`config.mk`:
```
export PLATFORM = sky130hd
export DESIGN_NAME = pc_seq_ctrl
export DESIGN_NICKNAME = d
export VERILOG_FILES = /design/src/rtl/pc_seq_ctrl_pkg.sv /design/src/rtl/pc_seq_ctrl.sv
export SDC_FILE = /design/constraint.sdc
export NUM_CORES = 1
export LEC_CHECK = 0
export ABC_AREA = 1
export BUFFER_PORTS_ARGS = -buffer_cell sky130_fd_sc_hd__buf_4
export CAP_MARGIN = 0
export CORE_AREA = 2 2 64 54
export CTS_BUF_LIST = sky130_fd_sc_hd__clkbuf_8 sky130_fd_sc_hd__clkbuf_16
export DETAILED_ROUTE_END_ITERATION = 8
export DIE_AREA = 0 0 66 56
export GPL_TIMING_DRIVEN = 0
export HOLD_SLACK_MARGIN = 0.06
export PLACE_DENSITY = 0.72
export SYNTH_ARGS = -nofsm -noshare
export SYNTH_HDL_FRONTEND = slang
export SYNTH_SLANG_ARGS = --single-unit
```
`constraint.sdc`:
```
create_clock -name clk -period 1.8 [get_ports clk]
set_clock_uncertainty 0.05 [all_clocks]
set_input_delay 0.09 -clock clk [delete_from_list [all_inputs] [get_ports clk]]
set_output_delay 0.09 -clock clk [all_outputs]
set_load 0.01 [all_outputs]
```
`src/rtl/pc_seq_ctrl_pkg.sv`:
```
// Shared definitions for the PC sequencer: NPC select codes, FSM encodings and the
// fixed PC vectors that the NPC mux and CP0 also rely on.
package pc_seq_ctrl_pkg;

  localparam logic [2:0] NPC_SEQ  = 3'b000;
  localparam logic [2:0] NPC_BR   = 3'b001;
  localparam logic [2:0] NPC_J    = 3'b010;
  localparam logic [2:0] NPC_JR   = 3'b011;
  localparam logic [2:0] NPC_EPC  = 3'b100;
  localparam logic [2:0] NPC_EXC  = 3'b101;
  localparam logic [2:0] NPC_BOOT = 3'b110;

  localparam logic [31:0] PC_RESET_VEC = 32'h0000_3000;
  localparam logic [31:0] PC_EXC_VEC   = 32'h0000_4180;

  typedef enum logic [1:0] {
    ST_BOOT = 2'b00,
    ST_RUN  = 2'b01,
    ST_MASK = 2'b10
  } state_e;

  // Resolved action for one non-boot cycle, in decreasing priority.
  typedef enum logic [2:0] {
    ACT_FREEZE = 3'd0,
    ACT_EXC    = 3'd1,
    ACT_ERET   = 3'd2,
    ACT_STALL  = 3'd3,
    ACT_JR     = 3'd4,
    ACT_J      = 3'd5,
    ACT_BR     = 3'd6,
    ACT_SEQ    = 3'd7
  } act_e;

  // Merge new requests into the pending bits; an exception shadows a concurrent eret.
  function automatic logic [1:0] pend_merge(input logic pend_exc, input logic pend_eret,
                                            input logic exc_req, input logic eret_req);
    logic exc_n;
    exc_n = pend_exc | exc_req;
    return {exc_n, (pend_eret | eret_req) & ~exc_n};
  endfunction

endpackage

```
`src/rtl/pc_seq_ctrl.sv`:
```
// Next-PC sequencer: arbitrates redirects, stall and fetch freeze into the NPC select
// code, PC write enable and F/D, D/E flushes.
module pc_seq_ctrl
  import pc_seq_ctrl_pkg::*;
#(
  parameter int BOOT_CYCLES = 1,
  parameter int CNT_W       = 16
) (
  input  logic             clk,
  input  logic             reset,
  input  logic             stall,
  input  logic             freeze,
  input  logic             br_taken,
  input  logic             jmp,
  input  logic             jr,
  input  logic             exc_req,
  input  logic             eret_req,
  output logic [2:0]       npc_op,
  output logic             pc_we,
  output logic             flush_fd,
  output logic             flush_de,
  output logic             exc_pending,
  output logic [CNT_W-1:0] redir_cnt
);

  localparam int BOOT_W = (BOOT_CYCLES > 1) ? $clog2(BOOT_CYCLES) : 1;
  localparam logic [BOOT_W-1:0] BOOT_LAST = BOOT_W'(BOOT_CYCLES - 1);

  state_e            state_q, state_d;
  logic [BOOT_W-1:0] boot_cnt_q, boot_cnt_d;
  logic              pend_exc_q, pend_exc_d;
  logic              pend_eret_q, pend_eret_d;
  logic [CNT_W-1:0]  cnt_q, cnt_d;
  act_e              act_s;
  logic [1:0]        pend_mrg_s;

  assign pend_mrg_s  = pend_merge(pend_exc_q, pend_eret_q, exc_req, eret_req);
  assign exc_pending = pend_exc_q | pend_eret_q;
  assign redir_cnt   = cnt_q;

  // State register and sequencer flops.
  always_ff @(posedge clk or negedge reset) begin
    if (!reset) begin
      state_q     <= ST_BOOT;
      boot_cnt_q  <= '0;
      pend_exc_q  <= 1'b0;
      pend_eret_q <= 1'b0;
      cnt_q       <= '0;
    end else begin
      state_q     <= state_d;
      boot_cnt_q  <= boot_cnt_d;
      pend_exc_q  <= pend_exc_d;
      pend_eret_q <= pend_eret_d;
      cnt_q       <= cnt_d;
    end
  end

  // Priority encoder; redirects are only taken in RUN, MASK merely latches them.
  always_comb begin
    act_s = ACT_SEQ;
    if (freeze) begin
      act_s = ACT_FREEZE;
    end else if ((state_q == ST_RUN) && (exc_req || pend_exc_q)) begin
      act_s = ACT_EXC;
    end else if ((state_q == ST_RUN) && (eret_req || pend_eret_q)) begin
      act_s = ACT_ERET;
    end else if (stall) begin
      act_s = ACT_STALL;
    end else if (jr) begin
      act_s = ACT_JR;
    end else if (jmp) begin
      act_s = ACT_J;
    end else if (br_taken) begin
      act_s = ACT_BR;
    end else begin
      act_s = ACT_SEQ;
    end
  end

  // Next-state logic.
  always_comb begin
    state_d     = state_q;
    boot_cnt_d  = boot_cnt_q;
    pend_exc_d  = pend_exc_q;
    pend_eret_d = pend_eret_q;
    cnt_d       = cnt_q;
    case (state_q)
      ST_BOOT: begin
        boot_cnt_d = boot_cnt_q + BOOT_W'(1'b1);
        if (boot_cnt_q == BOOT_LAST) begin
          state_d = ST_RUN;
        end else begin
          state_d = ST_BOOT;
        end
      end
      ST_RUN: begin
        if ((act_s == ACT_EXC) || (act_s == ACT_ERET)) begin
          pend_exc_d  = 1'b0;
          pend_eret_d = 1'b0;
          cnt_d       = cnt_q + CNT_W'(1'b1);
          state_d     = ST_MASK;
        end else if (act_s == ACT_FREEZE) begin
          {pend_exc_d, pend_eret_d} = pend_mrg_s;
        end else begin
          state_d = ST_RUN;
        end
      end
      ST_MASK: begin
        {pend_exc_d, pend_eret_d} = pend_mrg_s;
        state_d = ST_RUN;
      end
      default: begin
        state_d = ST_BOOT;
      end
    endcase
  end

  // Output decode.
  always_comb begin
    npc_op   = NPC_SEQ;
    pc_we    = 1'b0;
    flush_fd = 1'b0;
    flush_de = 1'b0;
    if (!reset) begin
      npc_op = NPC_BOOT;
    end else if (state_q == ST_BOOT) begin
      npc_op   = NPC_BOOT;
      pc_we    = 1'b1;
      flush_fd = 1'b1;
      flush_de = 1'b1;
    end else begin
      case (act_s)
        ACT_FREEZE: pc_we = 1'b0;
        ACT_EXC: begin
          npc_op   = NPC_EXC;
          pc_we    = 1'b1;
          flush_fd = 1'b1;
          flush_de = 1'b1;
        end
        ACT_ERET: begin
          npc_op   = NPC_EPC;
          pc_we    = 1'b1;
          flush_fd = 1'b1;
        end
        ACT_STALL: flush_de = 1'b1;
        ACT_JR: begin
          npc_op = NPC_JR;
          pc_we  = 1'b1;
        end
        ACT_J: begin
          npc_op = NPC_J;
          pc_we  = 1'b1;
        end
        ACT_BR: begin
          npc_op = NPC_BR;
          pc_we  = 1'b1;
        end
        default: begin
          npc_op = NPC_SEQ;
          pc_we  = 1'b1;
        end
      endcase
    end
  end

endmodule

```
# --- After elaboration in Yosys (flattened, before gate mapping) ---
# Index checks and enable logic that the tools add are counted.
totals:
  register_bits: 21
  latchBits: 0
  mem_bits_rw: 0
  mem_bits_ro: 0
  inputBits: 9
  output_inout_bits: 23
  elab_cells: 64
  n_memories: 0
op_classes:
  add_sub_neg: 2
  mul: 0
  n_div: 0
  order_cmp: 0
  n_eq_ne: 10
  n_shift: 0
  mux: 29
  bitwise: 5
  reduce_logical: 13
op_table:
  columns: ["operator", "count"]
  rows:
  - ["3-bit two-way mux", 6]
  - ["16-bit by 1-bit adder with 16-bit output, second input constant", 1]
  - ["1-bit two-way mux", 15]
  - ["3-bit case mux with 5 select lines", 1]
  - ["3-bit == test, second input constant", 3]
  - ["2-bit two-way mux", 4]
  - ["3-bit by 2-bit == test with 1-bit output, second input constant", 2]
  - ["2-bit case mux with 3 select lines", 1]
  - ["2-bit OR reduction", 3]
  - ["1-bit case mux with 2 select lines", 2]
  - ["2-bit AND reduction", 2]
  - ["3-bit by 1-bit == test with 1-bit output, second input constant", 1]
  - ["3-bit logical NOT", 1]
  - ["1-bit logical OR", 3]
  - ["3-bit by 1-bit inequality test with 1-bit output, second input constant", 1]
  - ["3-bit inequality test, second input constant", 1]
  - ["1-bit OR", 3]
  - ["2-bit by 1-bit == test with 1-bit output, second input constant", 1]
  - ["2-bit == test, second input constant", 1]
  - ["1-bit logical AND", 2]
  - ["2-bit logical NOT", 1]
  - ["2-bit nonzero test", 1]
  - ["1-bit adder, second input constant", 1]
  - ["1-bit bitwise AND", 1]
  - ["1-bit NOT", 1]

# --- Longest topological paths before layout ---
# Gate-level depths: netlist of the first run.
logic_depth:
  word_depth: 12
  ltp_mapped: 14
  ltp_nobuf: 14

# --- Worst setup path before layout of the first run ---
# OpenSTA, ideal clock, no wires.
synth_timing:
  path_type: "register to register"
  start: "register state_q[1]"
  end: "register cnt_q[7], in the netlist redir_cnt[7]"
  setup_ns: 0.127
  arrival_ns: 1.634
  t_required_ns: 1.623
  setup_slack_ns: -0.011
  path_stages_with_launch: 12
  path_buffers: 1
  synth_period_minus_slack_ns: 1.811
  path_cell_list: "dfrtp_1 inv_1 ha_1 inv_2 nor2_4 nor2_1 nor2_4 nand3_2 nand2_4 buf_12 nand2_4 xnor2_2"
synth_between:
  elab_chain_len: 8
  elab_cells_between_ends: 10
  classes_between: "eq/ne: 3; mux: 3; reduce/logical: 4"
synth_lines:
  columns: ["element", "line", "source"]
  rows:
  - ["from (decl)", "pc_seq_ctrl.sv:29", "state_e state_q, state_d;"]
  - ["from (signal assigned)", "pc_seq_ctrl.sv:50", "state_q <= state_d;"]
  - ["2-bit by 1-bit == test with 1-bit output (*)", "pc_seq_ctrl.sv:63, pc_seq_ctrl.sv:65, pc_seq_ctrl.sv:87", null]
  - ["1-bit logical AND", "pc_seq_ctrl.sv:65", "end else if ((state_q == ST_RUN) && (eret_req || pend_eret_q)) begin"]
  - ["3-bit two-way mux", "pc_seq_ctrl.sv:65", null]
  - ["3-bit two-way mux", "pc_seq_ctrl.sv:63", "end else if ((state_q == ST_RUN) && (exc_req || pend_exc_q)) begin"]
  - ["3-bit two-way mux", "pc_seq_ctrl.sv:61", "if (freeze) begin"]
  - ["3-bit by 1-bit == test with 1-bit output or 3-bit by 2-bit == test with 1-bit output (tied branches)", "pc_seq_ctrl.sv:97", "if ((act_s == ACT_EXC) || (act_s == ACT_ERET)) begin"]
  - ["1-bit logical OR", "pc_seq_ctrl.sv:97", null]
  - ["2-bit AND reduction (no line) (*)", null, null]
  - ["to (signal assigned)", "pc_seq_ctrl.sv:54", "cnt_q <= cnt_d;"]
  - ["to (decl)", "pc_seq_ctrl.sv:33", "logic [CNT_W-1:0] cnt_q, cnt_d;"]
# Every way passes the cells marked *; elsewhere a longest branch is shown, timed or not.
# A chain may end at the register's enable or synchronous reset.

# --- Final worst setup path of the first run ---
layout_timing:
  start: "register state_q[1]"
  end: "output npc_op[2]"
layout_between:
  elab_chain_len: 9
  elab_cells_between_ends: 15
  classes_between: "eq/ne: 6; mux: 6; reduce/logical: 3"
layout_lines:
  columns: ["element", "line", "source"]
  rows:
  - ["2-bit by 1-bit == test with 1-bit output", "pc_seq_ctrl.sv:63, pc_seq_ctrl.sv:65", null]
  - ["1-bit logical AND", "pc_seq_ctrl.sv:65", null]
  - ["3-bit two-way mux", "pc_seq_ctrl.sv:65", null]
  - ["3-bit two-way mux", "pc_seq_ctrl.sv:63", null]
  - ["3-bit two-way mux", "pc_seq_ctrl.sv:61", null]
  - ["3-bit == test (tied with other cells)", "pc_seq_ctrl.sv:132", "case (act_s)"]
  - ["3-bit case mux with 5 select lines", "pc_seq_ctrl.sv:132", null]
  - ["3-bit two-way mux (*)", "pc_seq_ctrl.sv:126", "end else if (state_q == ST_BOOT) begin"]
  - ["3-bit two-way mux (*)", "pc_seq_ctrl.sv:124", "if (!reset) begin"]
  - ["to (decl)", "pc_seq_ctrl.sv:18", "output logic [2:0] npc_op,"]
# Marks and branches as above.

==> out/results.ini, run 1 <==
[outcome]
outcome = finished, violations left
violations = negative setup slack

[drt]
drc = 0
viasPerCell = 5.04
wire_per_inst_um = 13.2
num_vias = 1266
wl_um = 3310
drt_first_iter_violations = 68
postRouteAntennaNets = 0
firstDrtPassIters = 4

[global_routing]
grt_pass1_wl_um = 5240
grt_usage_pct = 18.0
grt_overflow = 0
grt_pass1_vias = 1222
grt_max_degree = 26
antenna_found_initial = 0

[worst_setup_path]
crit_required_ns = 1.66
crit_start = state_q[1]$_DFFE_PN0P_
regToRegStartpoint = state_q[1]$_DFFE_PN0P_
worstSetupPathType = register to output pin
startpoint_type = register
path_max_fanout = 8
crit_arrival_ns = 1.89
crit_path_end_kind = output pin

[synth]
synth_nets = 175
ys_warn_count = 0
ys_ff_latch = 21
synth_area_leader_cell = dfrtp_1
yosysSeqAreaShare_pct = 38.0
synth.cell_area_mm2 = 0.00138
ys_types = 28
synth_area_per_cell_um2 = 8.60
syn_inst = 161
netlist.area_leader.share_pct = 38.0
synth.area.top_cells = dfrtp_1 38%, nand2_1 9.2%, xnor2_2 5.9%, inv_1 5.2%, nand3_1 5.1%

[die]
die-height_um = 56
ios = 32
rows = 18
coreArea_mm2 = 0.00302
die_x_um = 66
dieArea_mm2 = 0.00370
initial_core_util_pct = 45.9

[clock_network]
cts_buffers = 3
htreeDepth = 1
clk_pin_slew_ns = 0.07
clk_latency_ns = 0.26
cts_sinks = 21
cts_tree = built
clockBufferDepth = 2
ctsRootBufferMaster = clkbuf_8

[worst_hold_path]
worst_hold_startpoint = freeze
hp-class = primary input to register

[power_and_ir_drop]
ir_drop_mv = 0.873
pwr-share-clk_pct = 12.0
power.density_mw_per_mm2 = 1300
p_leak_nw = 1.03
combPwrFrac_pct = 58.8
pwr-share-seq_pct = 29.2
p_int_w = 0.00151
netSwitchingFraction_pct = 40.9
p_switching_w = 0.00104

[place]
dp.cells = 232
placed_area_mm2 = 0.00167
numPortBuffers = 31
gp_congestion = 0.818
dp_hpwl_um = 2230

[timing]
setup_viol = 18
rsz0062_at_grt = true
setup_slack_ns = -0.226
slew_violations = 0
tightest_slew_ns = 0.430
finalHoldViolCount = 0
fmax_ghz = 0.494
relSlewSlack_pct = 71.1
post-route-min-period_ns = 2.03
setup_tns_ns = -1.86
final.period_utilization_pct = 113

[final_layout]
fin_cells = 251
final_area_mm2 = 0.00197
multi_input_comb_area_um2 = 858
diodes = 0
final_net_count = 226
fillCellCount = 260
final-seq-area_um2 = 528
final_common_cell = buf_4
final_cell_mix = 40 x buf_4, 33 x nand2_1, 19 x dfrtp_1, 17 x inv_1, 10 x nor2_1
area_growth_pct = 42.3
drive_gt1_share_pct = 45.5

[run]
maxCapViolCount = 0

-- sequential cells by signal, indices dropped and copies added (netlist names) --
| name | count |
|---|---|
| boot_cnt_q | 1 |
| pend_exc_q | 1 |
| redir_cnt | 16 |
| pend_eret_q | 1 |
| state_q | 2 |
-- synthesized netlist by cell type (all sizes together) --
cell type,instances
inv,21
nand2,44
buf,1
nand4,5
xnor2,7
xor2,7
o22ai,1
a211oi,1
o211ai,1
nand3,17
o21ai,5
a31oi,2
nor2,16
a21oi,1
or2,3
ha,5
nor3,3
dfrtp,21
-- cells by family after synthesis --
group / Yosys count / share of synthesized area (%)
xor+xnor: 14 / 12.1
buf+inv: 22 / 7.14
fa+ha+maj: 5 / 4.52
compound gates: 11 / 4.61
simple gates: 88 / 33.6
flops: 21 / 38.0
-- routing by layer --
metal  routed length (um)  global-route usage [%]  vias to the layer above
met1                 1450                    23.2                      611
li1                     -                       -                      615
met5                    0                       0                        -
met3                  146                    5.47                        4
met4                   40                    3.79                        0
met2                 1680                    29.9                       36
-- what timing repair did --
| action | CTS | global route |
|---|---|---|
| resized for setup | 10 | 21 |
| cloned | 0 | 1 |
| hold buffers | 1 | 0 |
| endpoints found under the setup margin | 23 | 25 |
| hold endpoints to repair | 21 | 0 |
| pin swaps | 6 | 6 |
| setup buffers | 9 | 4 |
-- path summary, 6_finish.rpt --
check                      slack (ns)                        end  depth (start not counted)
hold reg to reg                  0.43     boot_cnt_q$_DFFE_PN0N_                          2
min in group asynchronous        0.22    pend_eret_q$_DFFE_PN0P_                          2
setup / recovery                -0.23                  npc_op[2]                         12
hold / removal                   0.08     state_q[1]$_DFFE_PN0P_                          3
setup reg to reg                -0.10  redir_cnt[13]$_DFFE_PN0P_                         14
max in group asynchronous        1.20     state_q[0]$_DFFE_PN0P_                          2
-- through the flow --
stage / setup WS [ns] / total power, W / hold slack [ns] / utilization, %
after global placement: -0.121 / 0.00181 / -0.0449 / 55.3
final: -0.226 / 0.00255 / 0.0847 / 65.3
after floorplan: 0.0256 / 0.00148 / -0.256 / -
after global routing: -0.341 / 0.00273 / 0.114 / 65.3
after detailed placement: -0.153 / 0.00185 / -0.0383 / 55.3
after CTS: -0.186 / 0.00233 / 0.0861 / 60.6
-- critical path, cell delays in order, from the launching register on --
cell and delay (ns):
dfrtp_1 0.40, inv_2 0.08, ha_4 0.16, inv_2 0.05, nor2_4 0.14, inv_2 0.06, nand2_4 0.08, nand2_1 0.07
nand2_1 0.08, nand2_1 0.12, nand3_4 0.14, nand3_1 0.09, buf_4 0.16
-- power groups by stage --
stage               logic [W]  clock network (W)  registers [W]
finish                0.00150           0.000307       0.000745
global route          0.00163           0.000335       0.000766
CTS                   0.00128           0.000313       0.000738
detailed placement    0.00110                  0       0.000746
global placement      0.00108                  0       0.000737
floorplan            0.000726                  0       0.000755
-- layout make-up --
type | count | share of cell area [%]
Buffer | 1 | 1.02
Clock buffer | 3 | 2.10
Clock inverter | 1 | 0.191
Inverter | 21 | 4.00
Multi-Input combinational cell | 118 | 43.6
Sequential cell | 21 | 26.8
Tap cell | 40 | 2.54
Timing Repair Buffer | 46 | 19.8
Power figures use the tool's default switching activity.
==> inputs of run 2 (changes only) <==
- CORE_AREA: 2 2 64 54 -> 2 2 62 53
- DIE_AREA: 0 0 66 56 -> 0 0 64 55
- clock period: 1.8 -> 2.1 ns (I/O delays scaled with it)
==> run 2 against run 1 <==
The run now ends clean; critical path depth up 2; worst hold slack gained 0.017 ns; register-to-register slack better by 0.24 ns; non-clock buffer count fell by 6; worst setup slack better by 0.34 ns; final area is 6.9% lower; die area down 4.8%; clock power fell by 16%; first-iteration DRC count is 46% lower; critical path type unchanged.
==> out/results.ini, run 2 (synthesis results as in run 1) <==
[timing]
post-route-min-period_ns = 1.99
finalHoldViolCount = 0
tightest_slew_ns = 0.375
setup_viol = 0
slew_violations = 0
relSlewSlack_pct = 74.8
final.period_utilization_pct = 94.6
rsz0062_at_grt = true
fmax_ghz = 0.503

[clock_network]
clockBufferDepth = 2
ctsRootBufferMaster = clkbuf_8
cts_sinks = 21
cts_tree = built
clk_latency_ns = 0.26
cts_buffers = 3
htreeDepth = 1
clk_pin_slew_ns = 0.07

[drt]
num_vias = 1207
drc = 0
wire_per_inst_um = 11.9
viasPerCell = 4.93
wl_um = 2920
firstDrtPassIters = 4
postRouteAntennaNets = 0
drt_first_iter_violations = 37

[global_routing]
grt_usage_pct = 17.0
grt_overflow = 0
grt_max_degree = 26
grt_pass1_wl_um = 4590
grt_pass1_vias = 1032
antenna_found_initial = 0

[worst_setup_path]
timing.critical_path.buf_inv = 6
worstSetupPathType = register to output pin
crit_chain = inv_2 > ha_4 > inv_2 > nor2_4 > inv_2 > nand2_4 > nand2_4 > nand2_4 > nand3_4 > nand2_4 > buf_12 > o21ai_1 > inv_1 > buf_6
cpMostUsedCell = nand2_4
path_max_fanout = 5
cpPeakStageDelay_ns = 0.40
crit_arrival_ns = 1.83
crit_required_ns = 1.95
crit_path_end_kind = output pin
slowest_stage = dfrtp_1
path_delay_family = buffers and inverters
startpoint_type = register

[final_layout]
final_cell_mix = 38 x buf_4, 33 x nand2_1, 20 x dfrtp_1, 19 x inv_1, 14 x nand3_1
fin_cells = 245
diodes = 0
drive_gt1_share_pct = 37.6
final_util_pct = 63.1
final_common_cell = buf_4
final_net_count = 220
fillCellCount = 253
largest_reg_flops = 16
area_growth_pct = 32.5

[die]
die_x_um = 64
coreArea_mm2 = 0.00291
die-height_um = 55
dieArea_mm2 = 0.00352
initial_core_util_pct = 47.6
ios = 32
rows = 18

[outcome]
outcome = finished clean

[power_and_ir_drop]
netSwitchingFraction_pct = 41.2
combPwrFrac_pct = 55.3
p_int_w = 0.00117
ir_drop_mv = 0.597
pwr-share-seq_pct = 31.8
pwr-share-clk_pct = 12.9
power.density_mw_per_mm2 = 1080
p_switching_w = 0.000819
power_w = 0.00199
p_leak_nw = 0.998

[place]
dp_hpwl_um = 2150
numPortBuffers = 31
dp.cells = 232
gp_congestion = 0.856

[worst_hold_path]
hp-class = primary input to register

[run]
maxCapViolCount = 0

==> run 2: cell count changes in the layout (fill, tap and decap cells not counted), moves of 2 or more <==
cell,change
nand3_1,+5
nand3_2,-4
buf_4,-2
buf_6,-2
inv_1,+2
inv_2,-2
==> run 2: path summary, 6_finish.rpt <==
check	startpoint	to	slack, ns	depth (start not counted)
min reg2reg	boot_cnt_q$_DFFE_PN0N_	boot_cnt_q$_DFFE_PN0N_	0.43	2
min	freeze	state_q[1]$_DFFE_PN0P_	0.10	3
max reg2reg	state_q[1]$_DFFE_PN0P_	redir_cnt[3]$_DFFE_PN0P_	0.14	14
min in group asynchronous	reset	redir_cnt[7]$_DFFE_PN0P_	0.22	2
max	state_q[1]$_DFFE_PN0P_	flush_fd	0.11	14
max in group asynchronous	reset	state_q[0]$_DFFE_PN0P_	1.52	2
==> run 2: cell type report <==
cell class              instances  area [um2]  share of cell area (%)
well taps                      40        50.0                    2.73
repair buffers                 40         307                    16.7
clock inverters                 1        3.75                   0.205
clock buffers                   3        41.3                    2.25
multi-input cells             118         806                    44.0
plain buffers                   1        20.0                    1.09
inverters                      21        78.8                    4.30
flip-flops and latches         21         527                    28.7
==> run 2: worst register-to-register path, stage by stage (launching register included) <==
cell and delay, ns:
dfrtp_1 0.40, inv_2 0.10, ha_4 0.17, inv_2 0.05
nor2_4 0.11, inv_2 0.06, nand2_4 0.07, nand2_4 0.07
nand2_4 0.07, nand3_4 0.08, nand2_4 0.08, buf_12 0.10
buf_4 0.22, nand2_4 0.08, xnor2_2 0.14
==> run 2: power groups by stage <==
stage | clock, W | sequential [W] | combinational [W]
2_1_floorplan | 0 | 0.000647 | 0.000620
3_3_place_gp | 0 | 0.000628 | 0.000919
3_5_place_dp | 0 | 0.000639 | 0.000943
4_1_cts | 0.000264 | 0.000641 | 0.000978
5_1_grt | 0.000282 | 0.000649 | 0.00122
6_report | 0.000257 | 0.000631 | 0.00110
==> run 2: routing by layer <==
metal / track usage [%] / wire length (um) / up-vias
met5: 0 / 0 / -
met4: 3.26 / 16 / 0
met3: 3.64 / 115 / 4
met2: 28.8 / 1430 / 24
met1: 23.0 / 1360 / 574
li1: - / - / 605
==> run 2: what timing repair did <==
item / CTS / global route
hold buffers: 1 / 0
pin swaps: 1 / 6
hold endpoints to repair: 21 / 0
resized for setup: 5 / 8
buffers inserted: 1 / 7
setup endpoints to repair: 2 / 10
==> run 2: metrics by stage <==
stage               TNS [ns]  cell area [um2]  setup slack [ns]  hold slack [ns]
floorplan                  0             1380             0.289           -0.241
CTS                        0             1750           0.00277            0.104
detailed placement         0             1670            0.0390          -0.0332
global route          -0.110             1830           -0.0413            0.121
global placement           0             1670             0.113          -0.0342
finish                     0             1830             0.113            0.102
